[src/rtl/uart_apb_sequencer.sv]
// rtl/uart_apb_sequencer.sv - APB master sequencing bridge config, TX writes and RX reads
// Configuration (EN then CTL) has absolute priority; TX/RX share the bus round-robin.
module uart_apb_sequencer #(
  parameter int          TIMEOUT     = 255,
  parameter logic [31:0] ENABLE_WORD = 32'h3
) (
  input  logic        PCLK,
  input  logic        PRESETn,
  input  logic        cfg_start,
  input  logic [1:0]  cfg_parity,
  input  logic [1:0]  cfg_baud,
  input  logic        tx_req,
  input  logic [7:0]  tx_data,
  output logic        tx_ack,
  input  logic        rx_req,
  output logic [7:0]  rx_data,
  output logic        rx_valid,
  output logic        configured,
  output logic        busy,
  output logic        err_timeout,
  output logic        PSEL,
  output logic        PENABLE,
  output logic        PWRITE,
  output logic [4:0]  PADDR,
  output logic [31:0] PWDATA,
  input  logic [31:0] PRDATA,
  input  logic        PREADY
);

  localparam int            CW       = $clog2(TIMEOUT + 1);
  localparam logic [CW-1:0] CNT_LAST = CW'(TIMEOUT - 1);
  localparam logic [4:0]    ADDR_EN   = 5'h00;
  localparam logic [4:0]    ADDR_CTL  = 5'h04;
  localparam logic [4:0]    ADDR_DATA = 5'h0C;

  typedef enum logic [1:0] {S_IDLE, S_SETUP, S_ACCESS, S_DONE} state_t;
  typedef enum logic [1:0] {OP_EN, OP_CTL, OP_TX, OP_RX} op_t;

  state_t        state;
  op_t           op;
  logic          cfg_pending;
  logic [31:0]   cfg_word;
  logic          last_rx;
  logic [CW-1:0] cnt;
  logic          grant_tx;
  logic          grant_rx;
  logic          unused_prdata;

  assign unused_prdata = ^PRDATA[31:8];

  // last_rx=1 means RX was served last, so TX wins the next tie.
  assign grant_tx = configured && !cfg_pending && tx_req && (!rx_req || last_rx);
  assign grant_rx = configured && !cfg_pending && rx_req && !grant_tx;

  always_ff @(posedge PCLK or negedge PRESETn) begin
    if (!PRESETn) begin
      state       <= S_IDLE;
      op          <= OP_EN;
      cfg_pending <= 1'b0;
      cfg_word    <= '0;
      last_rx     <= 1'b1;
      cnt         <= '0;
      PSEL        <= 1'b0;
      PENABLE     <= 1'b0;
      PWRITE      <= 1'b0;
      PADDR       <= '0;
      PWDATA      <= '0;
      tx_ack      <= 1'b0;
      rx_valid    <= 1'b0;
      rx_data     <= '0;
      err_timeout <= 1'b0;
      configured  <= 1'b0;
      busy        <= 1'b0;
    end else begin
      tx_ack      <= 1'b0;
      rx_valid    <= 1'b0;
      err_timeout <= 1'b0;

      case (state)
        S_IDLE: begin
          if (cfg_pending) begin
            op     <= OP_EN;
            state  <= S_SETUP;
            PSEL   <= 1'b1;
            busy   <= 1'b1;
            PWRITE <= 1'b1;
            PADDR  <= ADDR_EN;
            PWDATA <= ENABLE_WORD;
          end else if (grant_tx) begin
            op      <= OP_TX;
            state   <= S_SETUP;
            PSEL    <= 1'b1;
            busy    <= 1'b1;
            PWRITE  <= 1'b1;
            PADDR   <= ADDR_DATA;
            PWDATA  <= {24'b0, tx_data};
            last_rx <= 1'b0;
          end else if (grant_rx) begin
            op      <= OP_RX;
            state   <= S_SETUP;
            PSEL    <= 1'b1;
            busy    <= 1'b1;
            PWRITE  <= 1'b0;
            PADDR   <= ADDR_DATA;
            PWDATA  <= '0;
            last_rx <= 1'b1;
          end
        end

        S_SETUP: begin
          PENABLE <= 1'b1;
          cnt     <= '0;
          state   <= S_ACCESS;
        end

        S_ACCESS: begin
          if (PREADY || cnt == CNT_LAST) begin
            state   <= S_DONE;
            PSEL    <= 1'b0;
            PENABLE <= 1'b0;
            busy    <= 1'b0;
            PWRITE  <= 1'b0;
            PADDR   <= '0;
            PWDATA  <= '0;
            if (!PREADY) begin
              err_timeout <= 1'b1;
            end else begin
              case (op)
                OP_TX:   tx_ack <= 1'b1;
                OP_RX: begin
                  rx_valid <= 1'b1;
                  rx_data  <= PRDATA[7:0];
                end
                OP_CTL: begin
                  configured  <= 1'b1;
                  cfg_pending <= 1'b0;
                end
                default: ;
              endcase
            end
          end else begin
            cnt <= cnt + 1'b1;
          end
        end

        S_DONE: begin
          // A successful EN chains straight into CTL; an aborted EN/CTL
          // falls back to IDLE where cfg_pending restarts at EN.
          if (op == OP_EN && !err_timeout) begin
            op     <= OP_CTL;
            state  <= S_SETUP;
            PSEL   <= 1'b1;
            busy   <= 1'b1;
            PWRITE <= 1'b1;
            PADDR  <= ADDR_CTL;
            PWDATA <= cfg_word;
          end else begin
            state <= S_IDLE;
          end
        end

        default: state <= S_IDLE;
      endcase

      // Placed last so a fresh request outranks a same-cycle CTL completion.
      if (cfg_start) begin
        cfg_pending <= 1'b1;
        cfg_word    <= {28'b0, cfg_baud, cfg_parity};
      end
    end
  end

endmodule

[config.mk]
export PLATFORM = sky130hd
export DESIGN_NAME = uart_apb_sequencer
export DESIGN_NICKNAME = d
export VERILOG_FILES = /design/src/rtl/uart_apb_sequencer.sv
export SDC_FILE = /design/constraint.sdc
export NUM_CORES = 1
export LEC_CHECK = 0
export BUFFER_PORTS_ARGS = -buffer_cell sky130_fd_sc_hd__buf_2
export CAP_MARGIN = 20
export CORE_ASPECT_RATIO = 1.5
export CORE_MARGIN = 1.5
export CORE_UTILIZATION = 40
export DETAILED_ROUTE_END_ITERATION = 16
export PLACE_DENSITY = 0.71
export RECOVER_POWER = 25
export SYNTH_ARGS = -nofsm -noshare
export SYNTH_HDL_FRONTEND = slang
export SYNTH_SLANG_ARGS = --single-unit
[constraint.sdc]
create_clock -name PCLK -period 4.9 [get_ports PCLK]
set_clock_uncertainty 0.1 [all_clocks]
set_input_delay 0.49 -clock PCLK [delete_from_list [all_inputs] [get_ports PCLK]]
set_output_delay 0.49 -clock PCLK [all_outputs]
set_load 0.02 [all_outputs]
After elaboration in Yosys (flattened, before gate mapping). Index checks and enable logic that the tools add are counted.

Output and inout port bits: 53. Bits in registers: 70.

$add $sub $neg: 1. Bitwise operators: 1. Mux-type cells: 53. Reductions and logical operators: 31. Equality and inequality tests: 11.

Operators with widths (number): $mux 32 (5); $pmux 32 s3 (1); $mux 1 (26); $mux 5 (5); $mux 2 (8); $pmux 8 s2 (1); $reduce_and 4->1 (4); $pmux 5 s3 (1); $reduce_bool 2->1 (7); $add 8x1->8 const B (1); $eq 2x2->1 const B (4); $eq 8x8->1 const B (1); $mux 8 (1); $pmux 2 s4 (1); $logic_and 1x1->1 (6); $ne 2x2->1 const B (3); $pmux 1 s3 (2); $reduce_and 2->1 (3); $reduce_and 3->1 (2); $eq 2x1->1 const B (2); $logic_not 1->1 (4); $logic_not 2->1 (2); $ne 4x4->1 const B (1); $pmux 2 s2 (1); 4 further kinds (5).

Depth between registers and ports, before layout. Gate-level depths: netlist (run 1).

Depth after elaboration: 10. Gate-level depth with buffers: 7. Gate-level depth less buffers: 6.

Worst setup path before layout (run 1). No wires, ideal clock.

Path kind: reg-to-reg. Start point: register state[1]. End point: register PADDR[2]. Stages on the path, launching flop included: 8. Data arrival time: 1.744 ns. Slack: 2.931 ns. Path through: dfrtp_1 inv_1 ha_1 nor2b_1 nand2_1 nand4b_4 buf_6 mux2_4.

Word-level cells in the longest chain between the ends: 3. Elaborated cells between the ends (all ways): 9. Those cells by class: 5 x eq/ne; 1 x mux; 3 x reduce/logical.

Ends and longest elaborated chain: start, declared (RTL line 39) `state_t state;`; start signal, assigned (RTL line 57) `state <= S_IDLE;`; start signal, assigned (RTL line 83) `state <= S_SETUP;`; start signal, assigned (RTL line 91) `state <= S_SETUP;`; $eq 2x2->1 or $logic_not 2->1 (tied branches) (RTL line 79) `case (state)`; $ne 2x2->1 (no source line) (tied with other cells); $reduce_and 4->1 (no source line); end signal, assigned (RTL line 87) `PADDR <= ADDR_EN;`; end signal, assigned (RTL line 95) `PADDR <= ADDR_DATA;`; end signal, assigned (RTL line 104) `PADDR <= ADDR_DATA;`; end, declared (RTL line 24) `output logic [4:0] PADDR,`.

Parallel ways exist; a longest one is shown, timed or not. A chain may end at the register's enable or synchronous reset.

==> summary.txt, run 1 <==
Wirelength per Cell = 12.42 um
Top-Level Pins = 103
max-slew violations = 44
FF/Latch Area = 1077 sq um
Period minus WS final = 2.274 ns
DRC violations left = 0
cell area after layout = 2579 sq um
Pleak = 1.336 nW
Placed Area = 2464 sq um
Crit. End Element = asynchronous set/reset pin
outcome = complete, but fails checks
Mapped Area = 2258 sq um
remaining antenna violation count = 0
clk sink count = 43
switching part of the total power = 37.90%
CP cell instances = clkbuf_1
gp weighted congestion = 0.7514
Die Height = 95.03 um
VDD IR max = 0.0001831 V
Main synth FF type = dfrtp_1
Fill cells = 518
Seq cells post-synth = 43
Synth Warn # = 0
syn avg cell area = 10.65 sq um
first-pass GRT wire length = 6782 um
IO Port Bufs = 51
initial core utilization = 41.44%
maxcap violations = 1
Clock Power Share = 20.0%
CP Max Fanout = 43
# H-tree levels = 2
Post-CTS Hold Buffers = 0
clock buffer depth = 2
Least-Margin Pin Slew = 2.290 ns
worst-skew pair later-pin latency = 0.30 ns
register area share after synthesis = 47.70%
CTS tree = built
routed vias/inst = 4.851
NetSw = 543.3 uW
Overall Global Routing Usage = 14.55%
largest net degree at the start of global routing = 44
setup violators final = 0
Setup CP Type = in -> async
Post-Route WL = 4162 um
die width = 64.35 um
largest stage delay on the critical path = 1.59 ns
Distinct cells, synth = 39
number of global-route vias before repair = 1485
crit path buf inv count = 1
required time of the critical path = 4.74 ns
TritonCTS buffer count = 5
GRT overflow = 0
Worst-path clk slew = 0.08 ns
Iter 0 DRT Violations = 53
core area = 5450 sq um
final hold vios = 0
Async S/R FF share, synth = 100.0%
vias = 1625
multi-input logic area = 1006 sq um
hold crit path type = in -> reg
fin nets = 321
post-DP HPWL = 3092 um
initial antenna violation count = 0
failing checks = max-capacitance violations, max-slew violations
die footprint = 6115 sq um
crit path DAT = 2.12 ns
P&R area growth vs syn = 14.18%
slew margin rel. = -52.68%
setup TNS = 0 ns
maximum clock rate = 439.7 MHz
Comb pwr share = 42.4%
reg2reg setup slack = 2.63 ns
share of post-route cells with drive strength above 1 = 29.43%
Worst setup SP type = input port
# Post-CTS Setup Buffers = 0
Seq pwr share = 37.5%
Diodes inserted = 0
clock root cell = clkbuf_8
Pwr Density = 556.0 nW/um^2
Post-CTS Resized = 0
Pint = 890.4 uW
Post-synth EDFFs = 0
first drt pass iteration count = 4
RSZ-0062 raised after global routing = false
CP max-delay cell = clkbuf_1
Rows = 33
Top delay family on crit path = buffers and inverters
Syn Inst Count = 212
period utilization = 46.41%
[through the flow]
| stage | hold slack (ns) | setup WS, ns | instances | total power [mW] | utilization, % |
|---|---|---|---|---|---|
| after floorplan | 0.09441 | 2.931 | 238 | 1.031 | - |
| after global placement | 0.3546 | 2.646 | 327 | 1.147 | 45.20 |
| after detailed placement | 0.3611 | 2.620 | 327 | 1.162 | 45.20 |
| after CTS | 0.2638 | 2.621 | 335 | 1.453 | 47.36 |
| after global routing | 0.2761 | 2.164 | 335 | 1.535 | 47.31 |
| final | 0.2723 | 2.626 | 335 | 1.434 | 47.31 |
[cells in the final DEF, fill, tap and decap left out, drive strengths merged, types with 2 or more instances in the layout]
master  count
nand3       5
nor2        3
a21oi       7
nor3        2
a221o       2
clkinv      2
nor2b       2
nand2      38
a31oi       2
a41oi       3
dfrtp      42
buf        49
a31o        2
nor3b       2
and3        2
a22o        2
inv         9
o21ai       5
clkbuf      8
ha          7
o21bai      2
conb       27
mux2       13
mux2i      11
nand4       5
nand2b      3
[worst paths after layout]
check	start	endpoint	cells after the start
worst max register to register	state[0]	PWDATA[1]	6
max in group PCLK	state[0]	PWDATA[1]	6
worst max-delay path	PRESETn	cfg_word[3]	1
worst min-delay path	PRDATA[1]	rx_data[1]	3
min in group asynchronous	PRESETn	cnt[6]	1
worst min register to register	rx_data[7]	rx_data[7]	2
[sequential cells by signal (all words and copies together), names as in the netlist]
name,cells
cnt,8
rx_data,8
cfg_word,4
err_timeout,1
op,2
PWDATA,8
cfg_pending,1
PENABLE,1
PWRITE,1
PADDR,2
PSEL,1
rx_valid,1
configured,1
last_rx,1
tx_ack,1
state,2
[kinds of logic after synthesis]
family          count (synthesis)  share of synthesized area (%)
mux                            24                          12.36
simple gates                   66                          14.74
other cells                     1                         0.1660
buf+inv                        42                          12.08
compound gates                 29                          9.086
flops                          43                          47.70
fa+ha+maj                       7                          3.878
[per-layer routing]
layer	track usage [%]	share of wire, %	wire (um)	up-vias
met5	0	0	0	-
met4	7.979	2.6	108	0
met3	2.715	4.6	191	5
met2	27.00	55	2273	58
met1	15.33	38	1589	782
li1	-	-	-	780
[final cells by class]
class | instances | share of cell area, %
Multi-Input combinational cell | 153 | 39.01
Tap cell | 70 | 3.396
Sequential cell | 43 | 41.78
Clock inverter | 2 | 1.359
Timing Repair Buffer | 51 | 9.801
Clock buffer | 6 | 3.202
Inverter | 10 | 1.456
[power groups by stage]
stage | registers [mW] | clock network [mW] | logic [mW]
detailed placement | 0.545 | 0 | 0.617
global placement | 0.542 | 0 | 0.606
finish | 0.538 | 0.287 | 0.609
floorplan | 0.606 | 0 | 0.425
global route | 0.554 | 0.309 | 0.671
CTS | 0.539 | 0.296 | 0.617
[Yosys cell counts (3+ instances only)]
library cell  count  share of area (%)
a41oi_1           3                1.2
mux2_2            7                3.5
dfrtp_1          42                 47
o21ai_0           5                1.1
nand2_1          38                6.3
nand2b_1          3               0.83
nand3_1           5                1.1
nor2_1            3               0.50
inv_1             9                1.5
a21oi_1           7                1.6
nand4_1           5                1.4
mux2_4            6                4.0
ha_1              7                3.9
buf_4            28                9.3
mux2i_1          11                4.9
(Power assumes the default switching activity.)
==> inputs of run 2 (changes only) <==
- PLACE_DENSITY: 0.71 -> 0.74
- clock period: 4.9 -> 2 ns (I/O delays scaled with it)
==> summary.txt, run 2 (same netlist as run 1, synthesis figures left out) <==
CTS tree = built (unchanged)
GRT overflow = 0 (unchanged)
Post-Route WL = 4613 um (was 4162 um)
Top-Level Pins = 103 (unchanged)
post-route core utilization = 51.54% (was 47.31%)
post-DP HPWL = 3386 um (was 3092 um)
routed vias/inst = 4.827 (was 4.851)
maximum clock rate = 508.9 MHz
crit path buf inv count = 2 (was 1)
slew margin rel. = 56.00% (was -52.68%)
vias = 1728 (was 1625)
Wirelength per Cell = 12.89 um (was 12.42 um)
Placed Area = 2581 sq um (was 2464 sq um)
Hold Path Depth = 3 (unchanged)
CP cell instances = buf_4, ha_1, buf_4, nand2b_1, nand4b_2, mux2_4 (was clkbuf_1)
Top delay family on crit path = simple AND/OR/NAND/NOR gates (was buffers and inverters)
final hold vios = 0 (unchanged)
Hold Crit Endpoint = rx_data[1] (unchanged)
# H-tree levels = 2 (unchanged)
VDD IR max = 0.0005974 V (was 0.0001831 V)
Die Height = 95.03 um (unchanged)
gp weighted congestion = 0.8359 (was 0.7514)
setup violators final = 0 (unchanged)
share of post-route cells with drive strength above 1 = 33.68% (was 29.43%)
CP max-delay cell = dfrtp_1 (was clkbuf_1)
Least-Margin Pin Slew = 0.6600 ns (was 2.290 ns)
placed cells = 341 (was 327)
r2r worst-path depth = 6 (unchanged)
die width = 64.35 um (unchanged)
CP Max Fanout = 9 (was 43)
Pwr Density = 1305 nW/um^2 (was 556.0 nW/um^2)
TritonCTS buffer count = 5 (unchanged)
most common cell after layout, fill and taps aside = buf_2 (unchanged)
Iter 0 DRT Violations = 33 (was 53)
hold path start = PRDATA[1] (unchanged)
first-pass GRT wire length = 7176 um (was 6782 um)
setup ws final = 0.03495 ns (was 2.626 ns)
initial antenna violation count = 0 (unchanged)
clk sink count = 43 (unchanged)
Worst setup SP type = flop (was input port)
hold crit path type = in -> reg (unchanged)
IO Port Bufs = 51 (unchanged)
worst r2r src = state[0] (unchanged)
Rows = 33 (unchanged)
clock root cell = clkbuf_8 (unchanged)
Crit. End Element = flop (was asynchronous set/reset pin)
crit path DAT = 2.05 ns (was 2.12 ns)
fin nets = 345 (was 321)
P&R area growth vs syn = 24.38% (was 14.18%)
most frequent cells in the layout = buf_2 (50), dfrtp_1 (42), nand2_1 (37), conb_1 (27), buf_4 (13) (was buf_2 (49), dfrtp_1 (42), nand2_1 (38), conb_1 (27), mux2i_1 (11))
Pleak = 1.452 nW (was 1.336 nW)
largest net degree at the start of global routing = 26 (was 44)
remaining antenna violation count = 0 (unchanged)
RR Endpoint = PWDATA[2] (was PWDATA[1])
non-filler cells, final = 358 (was 335)
Fill cells = 526 (was 518)
first drt pass iteration count = 6 (was 4)
largest stage delay on the critical path = 0.39 ns (was 1.59 ns)
reg2reg setup slack = 0.03 ns (was 2.63 ns)
clock buffer depth = 2 (unchanged)
DRC violations left = 0 (unchanged)
outcome = completed (was complete, but fails checks)
most used cell, CP = buf_4
maxcap violations = 0 (was 1)
Top Registers = PWDATA: 8 flops, cnt: 8 flops, rx_data: 8 flops (unchanged)
die footprint = 6115 sq um (unchanged)
core area = 5450 sq um (unchanged)
worst slack, placed = 0.05182 ns (was 2.620 ns)
number of global-route vias before repair = 1558 (was 1485)
Period minus WS final = 1.965 ns
max-slew violations = 0 (was 44)
cell area after layout = 2809 sq um (was 2579 sq um)
worst-skew pair later-pin latency = 0.29 ns (was 0.30 ns)
required time of the critical path = 2.09 ns (was 4.74 ns)
RSZ-0062 raised after global routing = true (was false)
Overall Global Routing Usage = 15.09% (was 14.55%)
period utilization = 98.25%
Diodes inserted = 0 (unchanged)
initial core utilization = 41.44% (unchanged)
Setup CP Type = reg -> reg (was in -> async)
Worst-path clk slew = 0.08 ns (about the same)
## run 2: layer usage
metal  routed length, um  GRT usage, %  up-vias
met2                2622         28.30       54
li1                    -             -      832
met4                  82         5.851        0
met1                1746         16.68      834
met3                 162         2.834        8
met5                   0             0        -
## run 2: layout make-up
cell class                 instances  area (sq um)  share of cell area, %
clock buffer                       5         68.82                  2.450
inverter                          10         37.54                  1.336
timing repair buffer              74         462.9                  16.48
sequential                        43          1077                  38.35
clock inverter                     2         37.54                  1.336
tap                               70         87.58                  3.118
multi-input combinational        154          1037                  36.93
## run 2: worst min-delay path: cells and delay by family
| kind | cells | cell delay (ns) |
|---|---|---|
| buffers and inverters | 1 | 0.07 |
| and+or+nand+nor | 2 | 0.10 |
## run 2: timing repair
action,4_1_cts,5_1_grt
resized for setup,0,4
hold buffers,9,0
setup buffers,0,0
endpoints found under the hold margin,32,0
endpoints found under the setup margin,0,12
## run 2: stage by stage
step / total power, mW / TNS (ns) / hold slack, ns
after floorplan: 2.526 / 0 / -0.1956
after global placement: 2.911 / 0 / 0.1286
after detailed placement: 2.962 / 0 / 0.1370
after CTS: 3.632 / 0 / 0.01371
after global routing: 3.905 / -0.1144 / 0.01328
final: 3.666 / 0 / 0.006153
## run 2: how the worst max path moves through the flow
stage / cells after the start / start / end / slack [ns]
after floorplan: 7 / state[1] / PADDR[2] / 0.03
after CTS: 6 / state[0] / PWDATA[0] / 0.04
after global placement: 6 / state[0] / PWDATA[0] / 0.1
after detailed placement: 6 / state[0] / PWDATA[0] / 0.05
final: 6 / state[0] / PWDATA[2] / 0.03
after global routing: 6 / state[0] / PWDATA[2] / -0.03
## run 2: power breakdown
part,switching (mW),total [mW],internal [mW]
sequential,0.192,1.32,1.12
combinational,0.907,1.70,0.788
clock,0.289,0.653,0.365
==> inputs of run 3 (changes only) <==
- CORE_MARGIN: 1.5 -> 3
==> summary.txt, run 3 (same netlist as run 1, synthesis figures left out) <==
required time of the critical path = 2.08 ns (was 2.09 ns)
number of global-route vias before repair = 1662 (was 1558)
Iter 0 DRT Violations = 73 (was 33)
remaining antenna violation count = 0 (unchanged)
vias = 1688 (was 1728)
CP Max Fanout = 5 (was 9)
routed vias/inst = 4.715 (was 4.827)
non-filler cells, final = 358 (unchanged)
die footprint = 6602 sq um (was 6115 sq um)
Crit. Startpoint = state[0] (unchanged)
share of post-route cells with drive strength above 1 = 34.48% (was 33.68%)
Diodes inserted = 0 (unchanged)
Fill cells = 500 (was 526)
maximum clock rate = 524.1 MHz (was 508.9 MHz)
first drt pass iteration count = 4 (was 6)
initial core utilization = 42.73% (was 41.44%)
Worst-path clk slew = 0.08 ns (about the same)
maxcap violations = 0 (unchanged)
hold crit path type = in -> reg (unchanged)
Wirelength per Cell = 12.99 um (was 12.89 um)
multi-input logic area = 1046 sq um (was 1037 sq um)
final hold vios = 0 (unchanged)
largest stage delay on the critical path = 0.45 ns (was 0.39 ns)
Top-Level Pins = 103 (unchanged)
reg2reg setup slack = 0.09 ns (was 0.03 ns)
FF/Latch Area = 1079 sq um (was 1077 sq um)
setup violators final = 0 (unchanged)
Top Registers = PWDATA: 8 flops, cnt: 8 flops, rx_data: 8 flops (unchanged)
outcome = completed (unchanged)
Period minus WS final = 1.908 ns (was 1.965 ns)
slew margin rel. = 60.92% (was 56.00%)
Final Total Pwr = 3.720 mW (was 3.666 mW)
largest net degree at the start of global routing = 26 (unchanged)
die width = 67.35 um (was 64.35 um)
clock buffer depth = 2 (unchanged)
core area = 5285 sq um (was 5450 sq um)
# H-tree levels = 2 (unchanged)
worst-skew pair later-pin latency = 0.29 ns (about the same)
max-slew violations = 0 (unchanged)
clock root cell = clkbuf_8 (unchanged)
hold_ws = 0.008374 ns (was 0.006153 ns)
fin nets = 346 (was 345)
clk sink count = 43 (unchanged)
Pleak = 1.462 nW (was 1.452 nW)
CTS tree = built (unchanged)
most frequent cells in the layout = buf_2 (50), dfrtp_1 (41), nand2_1 (37), conb_1 (27), buf_4 (15) (was buf_2 (50), dfrtp_1 (42), nand2_1 (37), conb_1 (27), buf_4 (13))
worst r2r src = state[0] (unchanged)
TritonCTS buffer count = 5 (unchanged)
placed cells = 339 (was 341)
Least-Margin Pin Slew = 0.5862 ns (was 0.6600 ns)
Post-Route WL = 4652 um (was 4613 um)
CP max-delay cell = dfrtp_2 (was dfrtp_1)
crit path DAT = 1.99 ns (was 2.05 ns)
gp weighted congestion = 0.8543 (was 0.8359)
Crit. End Element = flop (unchanged)
most common cell after layout, fill and taps aside = buf_2 (unchanged)
Pwr Density = 1318 nW/um^2 (was 1305 nW/um^2)
Overall Global Routing Usage = 14.81% (was 15.09%)
setup TNS = 0 ns (unchanged)
initial antenna violation count = 0 (unchanged)
post-DP HPWL = 3348 um (was 3386 um)
VDD IR max = 0.0004742 V (was 0.0005974 V)
CP cell instances = inv_2, ha_1, nand2b_1, a41o_2, nand4b_4, mux2_2 (was buf_4, ha_1, buf_4, nand2b_1, nand4b_2, mux2_4)
DRC violations left = 0 (unchanged)
GRT overflow = 0 (unchanged)
Setup CP Type = reg -> reg (unchanged)
Die Height = 98.03 um (was 95.03 um)
P&R area growth vs syn = 24.93% (was 24.38%)
first-pass GRT wire length = 7541 um (was 7176 um)
IO Port Bufs = 51 (unchanged)
Worst setup SP type = flop (unchanged)
period utilization = 95.40% (was 98.25%)
Rows = 32 (was 33)
hold path start = tx_req (was PRDATA[1])
run 3: what timing repair did:
item                                    4_1_cts  5_1_grt
resized for setup                             0        7
buffers inserted                              0        1
hold endpoints to repair                     30        0
endpoints found under the setup margin        0       15
hold buffers                                  9        0
run 3: final cells by class:
cell class,count,area share [%]
clock inverters,2,1.242
clock buffers,6,2.927
multi-input cells,154,37.07
repair buffers,75,16.19
flip-flops and latches,43,38.23
well taps,68,3.016
inverters,10,1.330
run 3: path summary, 6_finish.rpt:
check	cells past startpoint	end
setup reg to reg	6	PWDATA[0]
hold reg to reg	2	rx_data[1]
setup / recovery	6	PWDATA[0]
hold / removal	2	last_rx
min in group asynchronous	2	cnt[0]
max in group asynchronous	3	PENABLE
run 3: through the flow:
step	cell area, sq um	utilization, %	setup WS [ns]
finish	2821	53.39	0.09208
global placement	2566	48.56	0.05099
global route	2821	53.39	-0.02748
floorplan	2356	-	0.03127
CTS	2774	52.49	0.02189
detailed placement	2566	48.56	0.03561
run 3: power breakdown:
part,switching [mW],internal [mW],leakage (nW)
Sequential,0.198,1.13,0.546
Combinational,0.896,0.804,0.855
Clock,0.292,0.404,0.0612
run 3: critical path: cells and delay by family (launching register included):
kind | cells | cell delay [ns]
flops | 1 | 0.45
mux | 1 | 0.35
compound gates | 1 | 0.29
fa+ha+maj | 1 | 0.25
simple gates | 2 | 0.25
buf+inv | 1 | 0.10
run 3: routing by layer:
metal | routed length (um) | vias up | global-route usage [%]
met3 | 235 | 7 | 2.877
met2 | 2471 | 52 | 25.68
met5 | 0 | - | 0
li1 | - | 833 | -
met1 | 1855 | 796 | 16.88
met4 | 89 | 0 | 7.031
